$ cat src/rtl/sd_arb_pkg.sv
// Shared definitions for the SD request arbiter.
//
// Contents:
//   arb_state_t            - arbiter FSM states (IDLE, ISSUE, BUSY, RELEASE)
//   NREQ_DEFAULT           - default number of requesters
//   ISSUE_TIMEOUT_DEFAULT  - default cycles allowed for sd_busy to rise
//   SLOT_*                 - fixed requester slot indices
//   idx_width()            - index width helper (never narrower than 1 bit)
package sd_arb_pkg;

   typedef enum logic [1:0] {
      ST_IDLE    = 2'd0,
      ST_ISSUE   = 2'd1,
      ST_BUSY    = 2'd2,
      ST_RELEASE = 2'd3
   } arb_state_t;

   localparam int NREQ_DEFAULT          = 3;
   localparam int ISSUE_TIMEOUT_DEFAULT = 1024;

   localparam int SLOT_C1541  = 0;
   localparam int SLOT_LOADER = 1;
   localparam int SLOT_SPARE  = 2;

   function automatic int idx_width(input int n);
      return (n > 1) ? $clog2(n) : 1;
   endfunction

endpackage

$ cat src/rtl/rr_pick.sv
// Combinational round-robin picker.
//
// Ports:
//   i_req         in  NREQ  request vector
//   i_last_grant  in  IDXW  index of the slot granted last
//   o_winner      out NREQ  one-hot winner, zero when nothing is requested
//   o_valid       out 1     at least one request is present
//
// Search starts at i_last_grant+1 and wraps modulo NREQ.
module rr_pick
   import sd_arb_pkg::*;
#(
   parameter int NREQ = NREQ_DEFAULT,
   parameter int IDXW = idx_width(NREQ)
) (
   input  logic [NREQ-1:0] i_req,
   input  logic [IDXW-1:0] i_last_grant,
   output logic [NREQ-1:0] o_winner,
   output logic            o_valid
);

   int w_dist;
   int w_best_dist;
   int w_best_idx;

   // Rank each requesting slot by its distance after last_grant;
   // distance 0 is the slot immediately following last_grant.
   always_comb begin
      w_dist      = 0;
      w_best_dist = NREQ;
      w_best_idx  = 0;
      for (int i = 0; i < NREQ; i++) begin
         w_dist = (i + NREQ - 1 - int'(i_last_grant)) % NREQ;
         if (i_req[i] && (w_dist < w_best_dist)) begin
            w_best_dist = w_dist;
            w_best_idx  = i;
         end
      end
   end

   always_comb begin
      o_valid  = (w_best_dist < NREQ);
      o_winner = '0;
      for (int i = 0; i < NREQ; i++) begin
         o_winner[i] = o_valid && (w_best_idx == i);
      end
   end

endmodule

$ cat src/rtl/sd_request_arbiter.sv
// Arbitrates several sector read/write requesters onto one SD controller.
//
// Ports:
//   clk, reset          clock, asynchronous active-high reset
//   req_rd/req_wr       per-requester level requests, held until req_ack
//   req_lba             flat LBA bus, 32 bits per requester
//   req_wr_data         flat write-byte bus, 8 bits per requester
//   req_ack/req_done    one-cycle pulses to the granted requester
//   req_rd_strobe       sd_rd_byte_strobe routed to the granted requester
//   grant               one-hot owner of the SD controller
//   timeout_err         pulse when sd_busy never answered an issue
//   sd_lba/sd_rd/sd_wr/sd_wr_data  request to the SD controller
//   sd_busy/sd_done/sd_rd_byte_strobe  status from the SD controller
//   dbg_state           current FSM state
//
// Handshake: a requester holds req_rd/req_wr until it sees req_ack; the
// arbiter holds sd_rd/sd_wr until it samples sd_busy high, and the transfer
// then runs until sd_done is sampled high. Dropping a request after grant
// does not abort the transfer, and nothing preempts an owner.
module sd_request_arbiter
   import sd_arb_pkg::*;
#(
   parameter int NREQ          = NREQ_DEFAULT,
   parameter int ISSUE_TIMEOUT = ISSUE_TIMEOUT_DEFAULT
) (
   input  logic               clk,
   input  logic               reset,
   input  logic [NREQ-1:0]    req_rd,
   input  logic [NREQ-1:0]    req_wr,
   input  logic [NREQ*32-1:0] req_lba,
   input  logic [NREQ*8-1:0]  req_wr_data,
   output logic [NREQ-1:0]    req_ack,
   output logic [NREQ-1:0]    req_done,
   output logic [NREQ-1:0]    req_rd_strobe,
   output logic [NREQ-1:0]    grant,
   output logic               timeout_err,
   output logic [31:0]        sd_lba,
   output logic               sd_rd,
   output logic               sd_wr,
   output logic [7:0]         sd_wr_data,
   input  logic               sd_busy,
   input  logic               sd_done,
   input  logic               sd_rd_byte_strobe,
   output logic [1:0]         dbg_state
);

   localparam int IDXW = idx_width(NREQ);
   localparam int CW   = idx_width(ISSUE_TIMEOUT);

   arb_state_t       r_state,     w_state_nxt;
   logic [NREQ-1:0]  r_grant,     w_grant_nxt;
   logic [IDXW-1:0]  r_gidx,      w_gidx_nxt;
   logic [IDXW-1:0]  r_last,      w_last_nxt;
   logic [31:0]      r_lba,       w_lba_nxt;
   logic             r_sd_rd,     w_sd_rd_nxt;
   logic             r_sd_wr,     w_sd_wr_nxt;
   logic [NREQ-1:0]  r_ack,       w_ack_nxt;
   logic [NREQ-1:0]  r_done,      w_done_nxt;
   logic             r_tmo,       w_tmo_nxt;
   logic [CW-1:0]    r_cnt,       w_cnt_nxt;

   logic [NREQ-1:0]  w_pick;
   logic             w_pick_valid;
   logic [IDXW-1:0]  w_pick_idx;
   logic [31:0]      w_pick_lba;
   logic             w_pick_rd;
   logic             w_pick_wr;
   logic [7:0]       w_wr_data;

   rr_pick #(
      .NREQ (NREQ),
      .IDXW (IDXW)
   ) u_rr_pick (
      .i_req        (req_rd | req_wr),
      .i_last_grant (r_last),
      .o_winner     (w_pick),
      .o_valid      (w_pick_valid)
   );

   // Decode the one-hot winner into its index and request fields.
   always_comb begin
      w_pick_idx = '0;
      w_pick_lba = '0;
      w_pick_rd  = 1'b0;
      w_pick_wr  = 1'b0;
      for (int i = 0; i < NREQ; i++) begin
         if (w_pick[i]) begin
            w_pick_idx = IDXW'(i);
            w_pick_lba = req_lba[32*i +: 32];
            w_pick_rd  = req_rd[i];
            w_pick_wr  = req_wr[i];
         end
      end
   end

   always_ff @(posedge clk or posedge reset) begin
      if (reset) begin
         r_state <= ST_IDLE;
         r_grant <= '0;
         r_gidx  <= '0;
         r_last  <= IDXW'(NREQ - 1);
         r_lba   <= '0;
         r_sd_rd <= 1'b0;
         r_sd_wr <= 1'b0;
         r_ack   <= '0;
         r_done  <= '0;
         r_tmo   <= 1'b0;
         r_cnt   <= '0;
      end else begin
         r_state <= w_state_nxt;
         r_grant <= w_grant_nxt;
         r_gidx  <= w_gidx_nxt;
         r_last  <= w_last_nxt;
         r_lba   <= w_lba_nxt;
         r_sd_rd <= w_sd_rd_nxt;
         r_sd_wr <= w_sd_wr_nxt;
         r_ack   <= w_ack_nxt;
         r_done  <= w_done_nxt;
         r_tmo   <= w_tmo_nxt;
         r_cnt   <= w_cnt_nxt;
      end
   end

   always_comb begin
      w_state_nxt = r_state;
      w_grant_nxt = r_grant;
      w_gidx_nxt  = r_gidx;
      w_last_nxt  = r_last;
      w_lba_nxt   = r_lba;
      w_sd_rd_nxt = r_sd_rd;
      w_sd_wr_nxt = r_sd_wr;
      w_ack_nxt   = '0;
      w_done_nxt  = '0;
      w_tmo_nxt   = 1'b0;
      w_cnt_nxt   = r_cnt;
      case (r_state)
         ST_IDLE: begin
            w_cnt_nxt = '0;
            if (w_pick_valid) begin
               w_grant_nxt = w_pick;
               w_gidx_nxt  = w_pick_idx;
               w_lba_nxt   = w_pick_lba;
               // A requester asking for both gets the write.
               w_sd_wr_nxt = w_pick_wr;
               w_sd_rd_nxt = w_pick_rd & ~w_pick_wr;
               w_state_nxt = ST_ISSUE;
            end
         end
         ST_ISSUE: begin
            // sd_done is deliberately not looked at here.
            if (sd_busy) begin
               w_sd_rd_nxt = 1'b0;
               w_sd_wr_nxt = 1'b0;
               w_ack_nxt   = r_grant;
               w_cnt_nxt   = '0;
               w_state_nxt = ST_BUSY;
            end else if (r_cnt == CW'(ISSUE_TIMEOUT - 1)) begin
               w_sd_rd_nxt = 1'b0;
               w_sd_wr_nxt = 1'b0;
               w_grant_nxt = '0;
               w_last_nxt  = r_gidx;
               w_tmo_nxt   = 1'b1;
               w_cnt_nxt   = '0;
               w_state_nxt = ST_IDLE;
            end else begin
               w_cnt_nxt = r_cnt + CW'(1);
            end
         end
         ST_BUSY: begin
            if (sd_done) begin
               w_done_nxt  = r_grant;
               w_state_nxt = ST_RELEASE;
            end
         end
         ST_RELEASE: begin
            w_grant_nxt = '0;
            w_last_nxt  = r_gidx;
            w_state_nxt = ST_IDLE;
         end
         default: begin
            w_state_nxt = ST_IDLE;
         end
      endcase
   end

   always_comb begin
      w_wr_data = '0;
      for (int i = 0; i < NREQ; i++) begin
         if (r_grant[i]) begin
            w_wr_data = req_wr_data[8*i +: 8];
         end
      end
   end

   assign req_rd_strobe = r_grant & {NREQ{sd_rd_byte_strobe && (r_state == ST_BUSY)}};
   assign req_ack       = r_ack;
   assign req_done      = r_done;
   assign grant         = r_grant;
   assign timeout_err   = r_tmo;
   assign sd_lba        = r_lba;
   assign sd_rd         = r_sd_rd;
   assign sd_wr         = r_sd_wr;
   assign sd_wr_data    = w_wr_data;
   assign dbg_state     = r_state;

endmodule

$ cat config.mk
export PLATFORM = sky130hd
export DESIGN_NAME = sd_request_arbiter
export DESIGN_NICKNAME = d
export VERILOG_FILES = /design/src/rtl/sd_arb_pkg.sv /design/src/rtl/rr_pick.sv /design/src/rtl/sd_request_arbiter.sv
export SDC_FILE = /design/constraint.sdc
export NUM_CORES = 1
export LEC_CHECK = 0
export ABC_AREA = 0
export BUFFER_PORTS_ARGS = -buffer_cell sky130_fd_sc_hd__buf_2
export CORE_MARGIN = 4
export CORE_UTILIZATION = 52
export CTS_CLUSTER_SIZE = 20
export DETAILED_ROUTE_END_ITERATION = 12
export MAX_ROUTING_LAYER = met4
export PLACE_DENSITY_LB_ADDON = 0.15
export SYNTH_ARGS = -nofsm -noshare
export SYNTH_HDL_FRONTEND = slang
export SYNTH_SLANG_ARGS = --single-unit
$ cat constraint.sdc
create_clock -name clk -period 8.4 [get_ports clk]
set_input_delay 1.68 -clock clk [delete_from_list [all_inputs] [get_ports clk]]
set_output_delay 1.68 -clock clk [all_outputs]
set_load 0.005 [all_outputs]
==> run metrics, run 1 <==
Post-Syn Instances 649; EDFF count, synth 0; total clock sinks 60; r2r endpoint sd_lba[19]; sequential share of the synthesized area 0.275; CP Buf/Inv Count 3; Hold Startpoint r_cnt[4]; top cell type's share of synthesized area 0.270; Worst Tran Pin Value 0.942 ns; maxcap violations 0; maximum buffer depth of the clock tree 2; first-pass GRT wire length 29100 µm; fin area 6580 µm²; Worst-Skew Late Latency 0.35 ns; Hold WS 0.512 ns; commonest cells after routing, fill and taps aside 187 x buf_2, 85 x inv_1, 59 x dfrtp_1, 46 x nand2_1, 43 x o21ai_0; crit path from r_last[0]; slowest CP cell a2111oi_4; Cells after DPL 939; status finished, final reports clean; clk root buf clkbuf_8; I/O pins 188; stages on the worst setup path 27; post-layout minimum cycle time 7.64 ns; placed instance area 6370 µm²; XOR/XNOR Fraction of Synth Area 0.00641; Pins Over Slew Limit 0; Leak 3.33 nW; Worst path max stage delay 0.54 ns; CTS Buf Count 9; Distinct cells, synth 85; Clock power frac 0.103; Worst Path Class, Setup register to register; WP data required 8.63 ns; Synthesized Nets 803; Synth area leader dfrtp_1; synthesized area per cell 8.42 µm²; top cells by area, synth dfrtp_1 27%, mux2i_1 7.0%, inv_1 5.9%, a222oi_1 5.9%, ha_1 5.3%; final setup fails 0; proportion of layout cells with a drive suffix above 1 0.302; post-synthesis mux area share 0.0820; Post-Syn Area 5460 µm²; PD cells 392 nW/µm²; FFs w/ async S/R, synth 1.00; largest net degree at the start of global routing 61; initial DRC count 589; data arrival time of the critical path 7.88 ns; Die Y-Extent 111 µm; Via Count 5887; FILL cells 935; Sw Pwr 1.25 mW; Placeable Area 10300 µm²; Critical Path End sd_lba[19]; Worst R2R Start r_last[0]; Synth warnings 0; antenna violations before repair 0; H-tree levels 3; internal power 1.32 mW; vias per cell 6.16; Placement Setup Slack 0.545 ns; relative slew slack 0.369; CTS tree done; total power 2.58 mW; buffers added on ports 187; drt first pass iters 7; Switching Fraction 0.486; HPWL after DPL 14100 µm; Hold Fails Final Rpt 0; post-layout util 0.640; R2R cell count 27; row count 37; RePlAce Congestion 1.01; routed len/inst 19.0 µm; WHS Path Cells 1; post-synthesis adder-cell area fraction 0.0527; DIE WIDTH 111 µm; Reg clk slew, reported paths 0.08 ns; crit share post-route 0.910; Finished Layout Cells 955; RSZ-0062 raised after global routing no; R2R setup slack 0.76 ns; largest family of logic cells by synthesized area compound AO/OA/AOI/OAI gates; Ant. Diodes 0; detailed-route DRC error count 0; Congestion Overflow GR 0; most common cell after layout, fill and taps aside buf_2; Synth Register Bits 60; Final #Nets 968; Reg power frac 0.195; total track usage 0.297; CP Capture Type register; CP max FO 33; logic gate share of total power 0.702; Die Footprint 12200 µm²; final wirelength 18200 µm; Synth Flop Type dfrtp_1; Post-Synth Simple-Gate Area 0.158; final worst slack 0.758 ns; Routed Antenna Nets 0; post-synthesis compound-gate area fraction 0.316; fmax 0.131 GHz; Top delay family on crit path compound AO/OA/AOI/OAI gates; VDD IR max 229 µV; worst min path class register to register; nature of the critical path startpoint register; Initial Util 0.532; Setup TNS 0 ns; vias in the first global route 5892; clock skew 0.0181 ns; Layout area overhead 20.4%
==> registers in the layout (all words and copies together) (netlist names), named ones only <==
signal	cells
dbg_state	1
r_last	2
timeout_err	1
req_ack	3
r_gidx	2
grant	3
r_cnt	10
req_done	3
sd_rd	1
sd_wr	1
sd_lba	32
==> what timing repair did <==
| item | CTS | global route |
|---|---|---|
| resized for setup | 0 | 2 |
| setup endpoints to repair | 0 | 38 |
| hold buffers | 0 | 0 |
| setup buffers | 0 | 0 |
==> cells in the mapped netlist (7+ instances only) <==
cell	n
a31oi_1	11
nand2b_1	10
nand3_1	8
inv_1	86
a222oi_1	32
and3_1	18
a21oi_1	23
dfrtp_1	59
o31ai_1	7
o21ai_0	43
nand2_1	46
nor2_1	39
buf_2	20
buf_6	10
mux2i_1	38
ha_1	23
a21o_1	7
nor2b_1	9
clkbuf_1	8
and2_1	8
a22oi_1	9
==> power groups by stage <==
stage | clock network (mW) | registers [mW] | logic [mW]
2_1_floorplan | 0 | 0.492 | 1.37
3_3_place_gp | 0 | 0.502 | 1.73
3_5_place_dp | 0 | 0.504 | 1.79
4_1_cts | 0.271 | 0.502 | 1.80
5_1_grt | 0.285 | 0.521 | 1.98
6_report | 0.266 | 0.502 | 1.81
==> logic make-up (layout without fill, tap and decap cells) <==
| logic type | Yosys count | count (layout) |
|---|---|---|
| fa+ha+maj | 23 | 23 |
| simple gates | 169 | 169 |
| mux | 44 | 44 |
| flops | 60 | 60 |
| xor+xnor | 4 | 4 |
| buf+inv | 129 | 299 |
| compound gates | 220 | 220 |
==> layer usage <==
layer  share of wire  wire, µm  vias up  track usage
met3           0.059      1070       70       0.0471
met4           0.048       875        0        0.150
li1                -         -     2731            -
met1            0.38      6920     2778        0.335
met2            0.51      9300      308        0.508
met5               0         0        -            -
==> final cells by class <==
class	count	area (µm²)	area share
clock buffers	9	124	0.0188
clock inverters	7	75.1	0.0114
inverters	87	327	0.0496
multi-input cells	460	3380	0.513
flip-flops and latches	60	1500	0.228
well taps	136	170	0.0259
repair buffers	196	1000	0.153
==> worst min path at each step <==
stage,slack (ns),endpoint
final,0.51,r_cnt[4]
after CTS,0.50,r_cnt[4]
after detailed placement,0.50,r_cnt[4]
after floorplan,0.46,r_cnt[6]
after global routing,0.52,r_cnt[6]
after global placement,0.48,r_cnt[6]
Note: power is estimated with default switching activity, not from simulation.
==> inputs of run 2 (changes only) <==
Settings changed: CORE_UTILIZATION 52 to 53, CTS_BUF_LIST set to sky130_fd_sc_hd__clkbuf_2 sky130_fd_sc_hd__clkbuf_4 sky130_fd_sc_hd__clkbuf_8.
==> run 2 against run 1 <==
Power is 2.1% higher. Global-route usage is 1.4 points lower. Critical path depth stayed put. Wire length is 8.0% lower. Clock power is 2% higher. Hold slack worse by 0.012 ns. Clock skew is 0.0071 ns lower. Fmax is 2.1% lower.
==> run metrics, run 2 (same netlist as run 1, synthesis figures left out) <==
status finished, final reports clean; final wirelength 16700 µm; Layout area overhead 21.6%; final setup fails 0; maximum buffer depth of the clock tree 2; most common cell after layout, fill and taps aside buf_2; Worst Path Class, Setup register to register; Cells after DPL 938; CTS Buf Count 9; vias in the first global route 5465; relative slew slack 0.316; antenna violations before repair 1; Finished Layout Cells 953; slowest CP cell ha_2; Leak 3.36 nW; post-layout minimum cycle time 7.80 ns; Hold Fails Final Rpt 0; PD cells 396 nW/µm²; Die Footprint 12000 µm²; total track usage 0.283; maxcap violations 0; Hold-fix buffers, CTS 0; Reg clk slew, reported paths 0.07 ns; fin area 6640 µm²; CP Capture Type register; total clock sinks 60; I/O pins 188; max reg flops 32; clk root buf clkbuf_8; drt first pass iters 9; Post-CTS Repair Setup Buffers 0; placed instance area 6430 µm²; RePlAce Congestion 0.931; Die Y-Extent 110 µm; nature of the critical path startpoint register; Initial Util 0.551; data arrival time of the critical path 8.02 ns; detailed-route DRC error count 0; clock skew 0.0110 ns; DIE WIDTH 110 µm; H-tree levels 3; RSZ-0062 raised after global routing no; Routed Antenna Nets 0; fmax 0.128 GHz; row count 36; crit share post-route 0.929; Final #Nets 970; WHS Path Cells 1; Worst Tran Pin Value 1.00 ns; Worst-Skew Late Latency 0.34 ns; R2R cell count 27; Placeable Area 9910 µm²; Congestion Overflow GR 0; largest net degree at the start of global routing 61; initial DRC count 572; Hold WS 0.500 ns; Pins Over Slew Limit 0; buffers added on ports 187; worst min path class register to register; CTS tree done; first-pass GRT wire length 26100 µm; proportion of layout cells with a drive suffix above 1 0.302; Worst path max stage delay 0.63 ns; commonest cells after routing, fill and taps aside 187 x buf_2, 85 x inv_1, 59 x dfrtp_1, 46 x nand2_1, 43 x o21ai_0; VDD IR max 262 µV; vias per cell 6.02; Via Count 5741; CP max FO 33; HPWL after DPL 12900 µm; WP data required 8.62 ns; FILL cells 854; Setup TNS 0 ns; routed len/inst 17.5 µm
run 2: cell types whose count changed in the layout (fill, tap and decap cells not counted):
cell,before,now
buf_12,0,4
clkbuf_8,9,13
clkinv_4,3,0
buf_4,9,7
clkinv_2,2,0
diode_2,0,1
ha_2,0,1
ha_4,1,0
inv_6,1,0
run 2: area by class of cell:
class                      count  area (µm²)  area share
clock inverter                 1        30.0     0.00452
antenna                        1        2.50    0.000377
tap                          133         166      0.0250
timing repair buffer         198        1070       0.161
sequential                    60        1500       0.226
inverter                      87         327      0.0492
multi-input combinational    460        3370       0.507
clock buffer                  13         179      0.0269
run 2: layer usage:
layer,track usage,part of all wire
met5,-,0
met2,0.459,0.49
met4,0.125,0.031
met3,0.0464,0.060
met1,0.348,0.41
run 2: worst paths after layout:
kind | start | end | slack, ns
setup / recovery | r_last[0] | sd_lba[17] | 0.60
hold / removal | r_cnt[5] | r_cnt[5] | 0.50
setup reg to reg | r_last[0] | sd_lba[17] | 0.60
hold reg to reg | r_cnt[5] | r_cnt[5] | 0.50
max in group asynchronous | reset | r_last[0] | 6.34
min in group asynchronous | reset | sd_lba[17] | 1.55
run 2: through the flow:
step / utilization / total power [mW] / worst slack, ns
6_report: 0.670 / 2.63 / 0.597
4_1_cts: 0.670 / 2.63 / 0.611
3_5_place_dp: 0.649 / 2.35 / 0.626
3_3_place_gp: 0.649 / 2.29 / 0.883
2_1_floorplan: - / 1.86 / 1.67
5_1_grt: 0.670 / 2.84 / 0.00121
run 2: worst max-delay path: cells and delay by family (launching register included):
family | cells | cell delay, ns
buffers and inverters | 3 | 0.70
AOI/OAI and AO/OA | 15 | 3.64
adders and majority gates | 3 | 1.31
and+or+nand+nor | 4 | 0.93
muxes | 2 | 0.56
DFF | 1 | 0.54
run 2: power by group:
part	internal, mW	total (mW)	switching [mW]
logic	0.826	1.86	1.03
clock network	0.166	0.272	0.106
registers	0.416	0.500	0.0840
run 2: what timing repair did:
| action | CTS | global route |
|---|---|---|
| endpoints found under the hold margin | 0 | 0 |
| setup endpoints to repair | 0 | 37 |
| resized for setup | 0 | 1 |
